File: src/rtl/mem_arb_pkg.sv
// Shared definitions for the data-RAM arbiter.
//   - default widths and starvation limit
//   - arbiter FSM state encoding
package mem_arb_pkg;

    localparam int ADDR_W_DEF       = 14;
    localparam int DATA_W_DEF       = 32;
    localparam int STARVE_LIMIT_DEF = 4;

    typedef enum logic [2:0] {
        BOOT    = 3'd0,
        IDLE    = 3'd1,
        CPU_CMD = 3'd2,
        CPU_ACK = 3'd3,
        UPG_CMD = 3'd4
    } arb_state_t;

endpackage

File: src/rtl/mem_arb_stats.sv
// Saturating 16-bit event counter for arbitration conflicts.
// Ports:
//   clk, rst  - clock, synchronous active-low reset
//   inc_i     - count this cycle
//   cnt_o     - current count, sticks at 16'hFFFF
module mem_arb_stats (
    input  logic        clk,
    input  logic        rst,
    input  logic        inc_i,
    output logic [15:0] cnt_o
);

    logic [15:0] cnt_q;

    always_ff @(posedge clk) begin
        if (!rst) begin
            cnt_q <= 16'h0000;
        end else if (inc_i && (cnt_q != 16'hFFFF)) begin
            cnt_q <= cnt_q + 16'h0001;
        end
    end

    assign cnt_o = cnt_q;

endmodule

File: src/rtl/mem_arbiter.sv
// Data-RAM arbiter between the CPU load/store port and the UART programmer.
// Build option: define MEM_ARB_STATS_EN to include the conflict counter.
// Ports:
//   clk, rst                      - clock, synchronous active-low reset
//   cpu_req/we/adr/dat_i          - CPU access request
//   cpu_dat_o, cpu_ack_o, stall_o - CPU load data, completion, pipeline hold
//   upg_wen/adr/dat/done_i        - programmer write stream (adr MSB = data RAM)
//   upg_rdy_o                     - programmer write accepted this cycle
//   ram_en/we/adr/dat_o, ram_dat_i- synchronous RAM port (1-cycle read latency)
//   conflict_cnt_o                - cycles in IDLE with both requesters pending
module mem_arbiter
    import mem_arb_pkg::*;
#(
    parameter int ADDR_W       = ADDR_W_DEF,
    parameter int DATA_W       = DATA_W_DEF,
    parameter int STARVE_LIMIT = STARVE_LIMIT_DEF
) (
    input  logic              clk,
    input  logic              rst,
    input  logic              cpu_req_i,
    input  logic              cpu_we_i,
    input  logic [ADDR_W-1:0] cpu_adr_i,
    input  logic [DATA_W-1:0] cpu_dat_i,
    output logic [DATA_W-1:0] cpu_dat_o,
    output logic              cpu_ack_o,
    output logic              stall_o,
    input  logic              upg_wen_i,
    input  logic [ADDR_W:0]   upg_adr_i,
    input  logic [DATA_W-1:0] upg_dat_i,
    input  logic              upg_done_i,
    output logic              upg_rdy_o,
    output logic              ram_en_o,
    output logic              ram_we_o,
    output logic [ADDR_W-1:0] ram_adr_o,
    output logic [DATA_W-1:0] ram_dat_o,
    input  logic [DATA_W-1:0] ram_dat_i,
    output logic [15:0]       conflict_cnt_o
);

    localparam int SW = $clog2(STARVE_LIMIT + 1);
    localparam logic [SW-1:0] STARVE_MAX = SW'(STARVE_LIMIT);

    arb_state_t        state_q, state_d;
    logic              ret_boot_q, ret_boot_d;   // UPG_CMD returns to BOOT when set
    logic [SW-1:0]     starve_q, starve_d;
    logic              ram_en_q, ram_en_d;
    logic              ram_we_q, ram_we_d;
    logic [ADDR_W-1:0] ram_adr_q, ram_adr_d;
    logic [DATA_W-1:0] ram_dat_q, ram_dat_d;
    logic              cpu_ack_q, cpu_ack_d;
    logic              cpu_we_q, cpu_we_d;
    logic [DATA_W-1:0] cpu_dat_q, cpu_dat_d;

    logic cpu_forced;
    logic upg_acc;

    // When the CPU has lost STARVE_LIMIT times the programmer is refused
    // outright, so its write is never silently dropped by a CPU win.
    assign cpu_forced = upg_done_i && cpu_req_i && (starve_q == STARVE_MAX);
    assign upg_rdy_o  = (state_q == BOOT) || ((state_q == IDLE) && !cpu_forced);
    assign upg_acc    = upg_wen_i && upg_rdy_o;

    always_comb begin
        state_d    = state_q;
        ret_boot_d = ret_boot_q;
        starve_d   = starve_q;
        ram_en_d   = 1'b0;
        ram_we_d   = 1'b0;
        ram_adr_d  = ram_adr_q;
        ram_dat_d  = ram_dat_q;
        cpu_ack_d  = 1'b0;
        cpu_we_d   = cpu_we_q;
        cpu_dat_d  = cpu_dat_q;

        case (state_q)
            BOOT: begin
                if (upg_acc && upg_adr_i[ADDR_W]) begin
                    state_d    = UPG_CMD;
                    ret_boot_d = 1'b1;
                    ram_en_d   = 1'b1;
                    ram_we_d   = 1'b1;
                    ram_adr_d  = upg_adr_i[ADDR_W-1:0];
                    ram_dat_d  = upg_dat_i;
                end else if (upg_done_i) begin
                    state_d = IDLE;
                end
            end
            IDLE: begin
                if (upg_acc) begin
                    // Programmer wins; a waiting CPU records the loss.
                    if (cpu_req_i && upg_done_i && (starve_q != STARVE_MAX)) begin
                        starve_d = starve_q + 1'b1;
                    end
                    if (upg_adr_i[ADDR_W]) begin
                        state_d    = UPG_CMD;
                        ret_boot_d = !upg_done_i;
                        ram_en_d   = 1'b1;
                        ram_we_d   = 1'b1;
                        ram_adr_d  = upg_adr_i[ADDR_W-1:0];
                        ram_dat_d  = upg_dat_i;
                    end else if (!upg_done_i) begin
                        state_d = BOOT;
                    end
                end else if (!upg_done_i) begin
                    state_d = BOOT;
                end else if (cpu_req_i) begin
                    state_d   = CPU_CMD;
                    starve_d  = '0;
                    ram_en_d  = 1'b1;
                    ram_we_d  = cpu_we_i;
                    ram_adr_d = cpu_adr_i;
                    ram_dat_d = cpu_dat_i;
                    cpu_we_d  = cpu_we_i;
                end
            end
            CPU_CMD: begin
                state_d   = CPU_ACK;
                cpu_ack_d = 1'b1;
            end
            CPU_ACK: begin
                // Request is ignored here; the next grant comes from IDLE.
                state_d = IDLE;
                if (!cpu_we_q) begin
                    cpu_dat_d = ram_dat_i;
                end
            end
            UPG_CMD: begin
                state_d = ret_boot_q ? BOOT : IDLE;
            end
            default: begin
                state_d = BOOT;
            end
        endcase
    end

    always_ff @(posedge clk) begin
        if (!rst) begin
            state_q    <= BOOT;
            ret_boot_q <= 1'b1;
            starve_q   <= '0;
            ram_en_q   <= 1'b0;
            ram_we_q   <= 1'b0;
            ram_adr_q  <= '0;
            ram_dat_q  <= '0;
            cpu_ack_q  <= 1'b0;
            cpu_we_q   <= 1'b0;
            cpu_dat_q  <= '0;
        end else begin
            state_q    <= state_d;
            ret_boot_q <= ret_boot_d;
            starve_q   <= starve_d;
            ram_en_q   <= ram_en_d;
            ram_we_q   <= ram_we_d;
            ram_adr_q  <= ram_adr_d;
            ram_dat_q  <= ram_dat_d;
            cpu_ack_q  <= cpu_ack_d;
            cpu_we_q   <= cpu_we_d;
            cpu_dat_q  <= cpu_dat_d;
        end
    end

    assign ram_en_o  = ram_en_q;
    assign ram_we_o  = ram_we_q;
    assign ram_adr_o = ram_adr_q;
    assign ram_dat_o = ram_dat_q;
    assign cpu_ack_o = cpu_ack_q;
    assign stall_o   = cpu_req_i && !cpu_ack_q;

    // RAM read data arrives in the ack cycle; pass it straight through then
    // and hold the captured copy until the next load completes.
    assign cpu_dat_o = ((state_q == CPU_ACK) && !cpu_we_q) ? ram_dat_i : cpu_dat_q;

`ifdef MEM_ARB_STATS_EN
    logic both_pending;
    assign both_pending = (state_q == IDLE) && cpu_req_i && upg_wen_i;

    mem_arb_stats u_stats (
        .clk   (clk),
        .rst   (rst),
        .inc_i (both_pending),
        .cnt_o (conflict_cnt_o)
    );
`else
    assign conflict_cnt_o = 16'h0000;
`endif

endmodule
File: config.mk
export PLATFORM = sky130hd
export DESIGN_NAME = mem_arbiter
export DESIGN_NICKNAME = d
export VERILOG_FILES = /design/src/rtl/mem_arb_pkg.sv /design/src/rtl/mem_arb_stats.sv /design/src/rtl/mem_arbiter.sv
export SDC_FILE = /design/constraint.sdc
export NUM_CORES = 1
export LEC_CHECK = 0
export BUFFER_PORTS_ARGS = -buffer_cell sky130_fd_sc_hd__clkbuf_2
export CORE_UTILIZATION = 45
export CTS_CLUSTER_DIAMETER = 120
export DETAILED_ROUTE_END_ITERATION = 10
export PLACE_DENSITY_LB_ADDON = 0.2
export SLEW_MARGIN = 20
export SYNTH_ARGS = -nofsm -noshare
export SYNTH_HDL_FRONTEND = slang
export SYNTH_SLANG_ARGS = --single-unit
File: constraint.sdc
create_clock -name clk -period 2.1 [get_ports clk]
set_input_delay 0.105 -clock clk [delete_from_list [all_inputs] [get_ports clk]]
set_output_delay 0.105 -clock clk [all_outputs]
set_load 0.1 [all_outputs]
* Yosys cells after proc, flatten, opt, wreduce, memory -nomap -nowiden *
Index checks and enable logic that the tools add are counted.

word-level totals
  word-level logic and storage cells = 93
  output and inout bits = 99
  register bits after elaboration = 89
  bits of input ports = 131

operators by class
  add/sub/neg operators = 1
  multiplexer cells = 41
  bitwise operators = 2
  eq/ne operators = 16
  reduce and logical (&&, ||, !) cells = 23

operators by type and width
  operator                                                               count
  32-bit two-way mux                                                     6
  14-bit two-way mux                                                     5
  32-bit one-hot mux with 2 select lines                                 1
  3-bit two-way mux                                                      11
  14-bit one-hot mux with 2 select lines                                 1
  3-bit one-hot mux with 5 select lines                                  1
  1-bit two-way mux                                                      13
  3-bit != test, second input constant                                   4
  4-bit AND reduction                                                    3
  1-bit logical AND                                                      8
  4-bit != test, second input constant                                   2
  3-bit by 2-bit equality test with 1-bit output, second input constant  2
  3-bit equality test, second input constant                             2
  1-bit one-hot mux with 2 select lines                                  3
  2-bit nonzero test                                                     3
  5-bit AND reduction                                                    1
  1-bit zero test                                                        4
  2-bit by 1-bit != test with 1-bit output, second input constant        2
  2-bit != test, second input constant                                   2
  3-bit by 1-bit adder with 3-bit output, second input constant          1
  3-bit by 1-bit equality test with 1-bit output, second input constant  1
  3-bit zero test                                                        1
  3-bit by 2-bit != test with 1-bit output, second input constant        1
  3-bit AND reduction                                                    1
  3 further kinds                                                        4

* Longest topological paths before layout *
Gate-level depths: netlist of run 1.

  depth in word-level cells = 9
  gate-level depth with buffers = 8
  depth with buffers taken out = 7

* Worst setup path before layout of run 1 *
No wires, ideal clock.

  path kind = reg2out
  from = register cpu_ack_q (netlist: cpu_ack_o)
  to = output stall_o
  data arrival time = 2114 ps
  required time = 1995 ps
  slack = -119 ps
  buffers on the path = 0
  cell stages (with the launch flop) = 2
  path through = dfxtp_1 nor2b_1

on the way
  longest elaborated chain between the ends = 2

RTL lines
  what                    line                RTL
  start, declared         mem_arbiter.sv:50   logic cpu_ack_q, cpu_ack_d;
  start signal, assigned  mem_arbiter.sv:156  cpu_ack_q <= cpu_ack_d;
  1-bit zero test         mem_arbiter.sv:167  assign stall_o = cpu_req_i && !cpu_ack_q;
  1-bit logical AND       mem_arbiter.sv:167
  end, declared           mem_arbiter.sv:26   output logic stall_o,

No other way between the ends.

* Worst setup path after layout of run 1 *
  from = register state_q[2]
  to = output cpu_dat_o[14]

on the way
  longest elaborated chain between the ends = 3

RTL lines
  what                                            line                RTL
  start, declared                                 mem_arbiter.sv:43   arb_state_t state_q, state_d;
  start signal, assigned                          mem_arbiter.sv:149  state_q <= state_d;
  3-bit by 2-bit equality test with 1-bit output  mem_arbiter.sv:171  assign cpu_dat_o = ((state_q == CPU_ACK) && !cpu_we_q) ? ram_dat_i : cpu_dat_q;
  1-bit logical AND                               mem_arbiter.sv:171
  32-bit two-way mux                              mem_arbiter.sv:171
  end, declared                                   mem_arbiter.sv:24   output logic [DATA_W-1:0] cpu_dat_o,

No other way between the ends.

==> flow_metrics.env, run 1 <==
export IMPL_wl_per_cell_um=15.7
export IMPL_io_pins=230
export IMPL_synth_warnings=0
export IMPL_gr_total_overflow=0
export IMPL_ys_flop_type="dfxtp_1"
export IMPL_final_min_clock_period_ns=2.02
export IMPL_gr_usage_all_layers_pct=22.6
export IMPL_crit_arrival_ns=1.91
export IMPL_synth_top_area_share_pct=41.9
export IMPL_syn_area_per_cell_sq_um=10.7
export IMPL_fmax_mhz=495
export IMPL_grt_setup_unrepaired="false"
export IMPL_clk_latency_ns=0.35
export IMPL_remaining_drc_errors=0
export IMPL_synth_edf_count=0
export IMPL_drt_iter0_drc=153
export IMPL_drv_cap=0
export IMPL_synthXorXnorAreaFrac_pct=0
export IMPL_worstHoldPathCells=3
export IMPL_die_h_um=99.2
export IMPL_drive_above_1_share_pct=46.1
export IMPL_port_buffers=213
export IMPL_first_pass_iters=4
export IMPL_ctsLongestPathBuffers=2
export IMPL_syn_to_final_growth_pct=41.4
export IMPL_hold_violations=0
export IMPL_period_share_pct=96.2
export IMPL_start_util_pct=46.2
export IMPL_final_util_pct=65.4
export IMPL_dieArea_sq_um=9840
export IMPL_synth_async_reset_ratio_pct=0
export IMPL_dp_hpwl_um=8180
export IMPL_cp_required_ns=2.00
export IMPL_yosysUniqueCellTypes=42
export IMPL_routed_wl_um=11200
export IMPL_r2r_setup_slack_ns=0.17
export IMPL_synth_fa_ha_area_share_pct=0.589
export IMPL_synth_area_sq_um=4250
export IMPL_diodes=0
export IMPL_num_nets_final=734
export IMPL_synth_top_family_by_area="multiplexers"
export IMPL_min_path_type="input pin to register"
export IMPL_setup_viol=0
export IMPL_syn_inst=396
export IMPL_yosys_area_share_simple_pct=9.09
export IMPL_synth_area_leaders="dfxtp_1 (42%), mux2i_1 (11%), mux2_4 (11%), o31ai_1 (8.1%), a21oi_1 (5.7%)"
export IMPL_fp_row_count=35
export IMPL_grt_pass1_vias=3568
export IMPL_antenna_left=0
export IMPL_worst_slew_pin_slew_ns=0.709
export IMPL_peakVddDrop_v=0.000387
export IMPL_drv_slew=0
export IMPL_outcome="finished clean"
export IMPL_synth_most_common_cell="dfxtp_1"
export IMPL_r2r_end="ram_dat_o[6]$_SDFFE_PN0P_"
export IMPL_hold_end="ram_adr_o[5]$_SDFFE_PN0P_"
export IMPL_grt_first_pass_wirelength_um=17700
export IMPL_critPathMaxFanout=8
export IMPL_antenna_found_initial=0
export IMPL_grt_max_degree=49
export IMPL_numCtsBuffers=9
export IMPL_p_total_w=0.00432
export IMPL_die_x_um=99.2
export IMPL_ff2ff_path_depth=5
export IMPL_end_kind="primary output"
export IMPL_vias_per_cell=5.14
export IMPL_coreArea_sq_um=9200
export IMPL_fin_skew_ns=0.0113
export IMPL_path_clk_slew_ns=0.08
export IMPL_cts_tree="built"
export IMPL_powerDensity_nw_per_um2=718
export IMPL_ys_ff_latch=89
export IMPL_globalplace_congestion=0.802
export IMPL_hp_start="upg_adr_i[5]"
export IMPL_power_leakage_nw=2.79
export IMPL_crit_path_start_kind="register"
export IMPL_synth_compound_area_share_pct=16.7
export IMPL_dr_total_vias=3679
export IMPL_cts_root_buf="clkbuf_8"
export IMPL_fillers=752
export IMPL_cts_num_sinks=89
export IMPL_crit_type="register to primary output"
export IMPL_slew_headroom_pct=52.7
export IMPL_regToRegStartpoint="state_q[1]$_SDFFE_PN0P_"
export IMPL_netlist_top_cells_count="dfxtp_1 (89), a21oi_1 (48), mux2i_1 (47), o31ai_1 (46), and2_1 (34)"
export IMPL_htreeDepth=3
export IMPL_synth_area_mux_share_pct=22.2
export IMPL_fin_setup_tns_ns=0
export IMPL_yosysTopAreaCell="dfxtp_1"
export IMPL_synth_seq_area_share_pct=41.9
[how the worst max path moves through the flow]
stage | startpoint | slack [ns] | depth (start not counted) | to
5_1_grt | state_q[2]$_SDFFE_PN0P_ | 0.0004 | 5 | cpu_dat_o[1]
3_3_place_gp | state_q[1]$_SDFFE_PN0P_ | 0.30 | 5 | cpu_dat_o[19]
6_report | state_q[2]$_SDFFE_PN0P_ | 0.08 | 5 | cpu_dat_o[14]
2_1_floorplan | state_q[1]$_SDFFE_PN0P_ | 0.08 | 5 | cpu_dat_q[24]$_SDFFE_PN0P_
3_5_place_dp | state_q[1]$_SDFFE_PN0P_ | 0.21 | 5 | cpu_dat_q[22]$_SDFFE_PN0P_
4_1_cts | state_q[1]$_SDFFE_PN0P_ | 0.007 | 5 | cpu_dat_o[17]
[per-stage QoR]
step	area (sq um)	hold WS, ns	std cells	setup WS [ns]
3_5_place_dp	5730	0.369	696	0.214
4_1_cts	5960	0.0194	714	0.00682
2_1_floorplan	4310	0.262	411	0.0798
6_report	6010	0.0437	716	0.0807
5_1_grt	6010	0.0379	716	0.000352
3_3_place_gp	5730	0.363	696	0.300
[cells in the final DEF (no fill, tap or decap), types with 4 or more instances in the layout]
cell,Yosys,layout
clkbuf_8,0,10
mux2_4,30,30
a21oi_1,48,48
mux2i_1,47,47
o31ai_1,46,46
dfxtp_1,89,87
inv_1,5,5
and2_1,34,34
nand2_1,8,8
conb_1,1,16
buf_4,16,8
a21boi_1,4,4
nand3_1,4,4
clkbuf_2,0,181
buf_12,5,35
[sequential cells by signal, indices dropped and copies added, names as in the netlist]
name and cells:
cpu_dat_q 32, ram_dat_o 32, ram_adr_o 14, starve_q 3, state_q 3, cpu_ack_o 1
cpu_we_q 1, ram_en_o 1, ram_we_o 1, ret_boot_q 1
[worst max-delay path: stages, from the launching register on]
cell and delay, ns:
dfxtp_2 0.38, nor2b_4 0.14, and3b_2 0.34, clkbuf_16 0.22
mux2_4 0.32, buf_12 0.17
[cell families after synthesis]
| kind of cell | Yosys count |
|---|---|
| other cells | 1 |
| buf+inv | 54 |
| compound gates | 109 |
| mux | 79 |
| fa+ha+maj | 2 |
| simple gates | 62 |
| flops | 89 |
[area by class of cell]
class | instances | area, sq um | area share, %
repair buffers | 228 | 1720 | 28.7
inverters | 5 | 18.8 | 0.312
clock buffers | 12 | 145 | 2.41
flip-flops and latches | 89 | 1790 | 29.7
well taps | 111 | 139 | 2.31
clock inverters | 3 | 65.1 | 1.08
multi-input cells | 268 | 2130 | 35.5
[timing repair]
item	CTS	global route
hold buffers	1	0
resized for setup	1	5
endpoints found under the hold margin	2	0
cloned	0	1
pin swaps	1	0
buffers inserted	2	1
setup endpoints to repair	28	31
[report_power, final]
part           internal (W)  switching (W)  leakage (nW)
clock network      0.000696       0.000562         0.106
registers           0.00177      0.0000452         0.728
logic              0.000281       0.000965          1.96
[layer usage]
| metal | up-vias | wire (um) | global-route usage, % |
|---|---|---|---|
| met5 | - | 0 | 0 |
| met4 | 0 | 253 | 9.84 |
| met3 | 22 | 603 | 3.87 |
| met2 | 149 | 5510 | 39.1 |
| met1 | 1705 | 4840 | 27.6 |
| li1 | 1803 | - | - |
Note: power is estimated with default switching activity, not from simulation.
==> run 2: changes to the inputs <==
Settings changed: RECOVER_POWER set to 25.
==> flow_metrics.env, run 2 (same netlist as run 1, synthesis figures left out) <==
export IMPL_antenna_found_initial=0
export IMPL_remaining_drc_errors=0
export IMPL_final_cell_mix="clkbuf_2 (142), dfxtp_1 (87), a21oi_1 (48), mux2i_1 (47), o31ai_1 (46)"
export IMPL_place_inst=696
export IMPL_regToRegStartpoint="state_q[1]$_SDFFE_PN0P_"
export IMPL_dr_wl_met2_um=5530
export IMPL_instances_no_fill=716
export IMPL_fp_row_count=35
export IMPL_ctsLongestPathBuffers=2
export IMPL_diodes=0
export IMPL_p_clk_share_pct=29.3
export IMPL_powerDensity_nw_per_um2=722
export IMPL_num_nets_final=734
export IMPL_p_total_w=0.00430
export IMPL_globalplace_congestion=0.802
export IMPL_drv_cap=0
export IMPL_fmax_mhz=495
export IMPL_drive_above_1_share_pct=39.7
export IMPL_min_path_type="input pin to register"
export IMPL_die_h_um=99.2
export IMPL_wl_per_cell_um=15.7
export IMPL_p_int_w=0.00273
export IMPL_htreeDepth=3
export IMPL_power_frac_comb_pct=28.6
export IMPL_crit_path_start_kind="register"
export IMPL_drv_slew=0
export IMPL_outcome="finished clean"
export IMPL_dr_total_vias=3679
export IMPL_peakVddDrop_v=0.000387
export IMPL_slew_headroom_pct=17.7
export IMPL_crit_type="register to primary output"
export IMPL_grt_setup_unrepaired="false"
export IMPL_cts_tree="built"
export IMPL_p_sw_w=0.00157
export IMPL_coreArea_sq_um=9200
export IMPL_dr_wl_met3_um=586
export IMPL_first_pass_iters=4
export IMPL_fin_setup_tns_ns=0
export IMPL_setup_viol=0
export IMPL_syn_to_final_growth_pct=40.3
export IMPL_cp_required_ns=2.00
export IMPL_cts_num_sinks=89
export IMPL_gr_total_overflow=0
export IMPL_wl_met1_um=4870
export IMPL_end_kind="primary output"
export IMPL_critPathMaxFanout=8
export IMPL_final_util_pct=64.9
export IMPL_layout_commonest_cell="clkbuf_2"
export IMPL_p_seq_share_pct=42.1
export IMPL_crit_arrival_ns=1.91
export IMPL_die_x_um=99.2
export IMPL_hold_violations=0
export IMPL_worst_slew_pin_slew_ns=1.24
export IMPL_dp_hpwl_um=8180
export IMPL_final_min_clock_period_ns=2.02
export IMPL_antenna_left=0
export IMPL_path_clk_slew_ns=0.08
export IMPL_crit_path_start="state_q[2]$_SDFFE_PN0P_"
export IMPL_routed_wl_um=11200
export IMPL_grt_first_pass_wirelength_um=17700
export IMPL_gr_usage_all_layers_pct=22.6
export IMPL_fin_skew_ns=0.0114
export IMPL_drt_iter0_drc=160
export IMPL_vias_per_cell=5.14
export IMPL_period_share_pct=96.2
export IMPL_grt_max_degree=49
export IMPL_port_buffers=213
export IMPL_swShare_pct=36.6
export IMPL_hp_start="upg_adr_i[5]"
export IMPL_dieArea_sq_um=9840
export IMPL_grt_pass1_vias=3568
export IMPL_start_util_pct=46.2
export IMPL_highest_layer="met4"
export IMPL_clk_latency_ns=0.35
export IMPL_numCtsBuffers=9
export IMPL_cts_root_buf="clkbuf_8"
export IMPL_power_leakage_nw=2.66
export IMPL_io_pins=230
run 2: cell counts in the layout (fill, tap and decap cells not counted):
Identical to the previous run, type by type.
run 2: repair_timing:
action,in CTS,in global routing
setup endpoints to repair,28,31
setup buffers,2,1
gates cloned,0,1
endpoints found under the hold margin,2,0
pin swaps,1,0
resized for setup,1,5
hold buffers,1,0
run 2: path summary, 6_finish.rpt:
| kind | cells after the start | slack (ns) | endpoint |
|---|---|---|---|
| worst max register to register | 5 | 0.18 | ram_dat_o[6]$_SDFFE_PN0P_ |
| worst max-delay path | 5 | 0.08 | cpu_dat_o[14] |
| worst min register to register | 2 | 0.48 | cpu_we_q$_SDFFE_PN0P_ |
| worst min-delay path | 3 | 0.05 | ram_adr_o[5]$_SDFFE_PN0P_ |
run 2: per-stage QoR:
stage	area, sq um	setup slack [ns]	hold WS (ns)
floorplan	4310	0.0798	0.262
CTS	5960	0.00682	0.0194
global route	5960	0.000352	0.0379
finish	5960	0.0807	0.0451
detailed placement	5730	0.214	0.369
global placement	5730	0.300	0.363
run 2: final cells by class:
class,count,area (sq um)
Clock buffer,12,145
Multi-Input combinational cell,268,2130
Clock inverter,3,65.1
Tap cell,111,139
Timing Repair Buffer,228,1680
Fill cell,769,3230
Sequential cell,89,1790
Inverter,5,18.8
run 2: power groups by stage:
stage | combinational, W | clock, W | sequential, W
6_report | 0.00123 | 0.00126 | 0.00181
2_1_floorplan | 0.000458 | 0 | 0.00238
5_1_grt | 0.00128 | 0.00138 | 0.00182
4_1_cts | 0.00125 | 0.00130 | 0.00181
3_5_place_dp | 0.00124 | 0 | 0.00185
3_3_place_gp | 0.00123 | 0 | 0.00185
run 2: worst max-delay path, stage by stage, from the launching register on:
cell	delay [ns]
dfxtp_2	0.38
nor2b_4	0.14
and3b_2	0.34
clkbuf_16	0.22
mux2_4	0.32
buf_12	0.17
run 2: metal layers:
layer,track usage [%],vias to the layer above
met4,9.84,0
li1,-,1806
met2,39.1,150
met5,0,-
met3,3.87,20
met1,27.6,1703
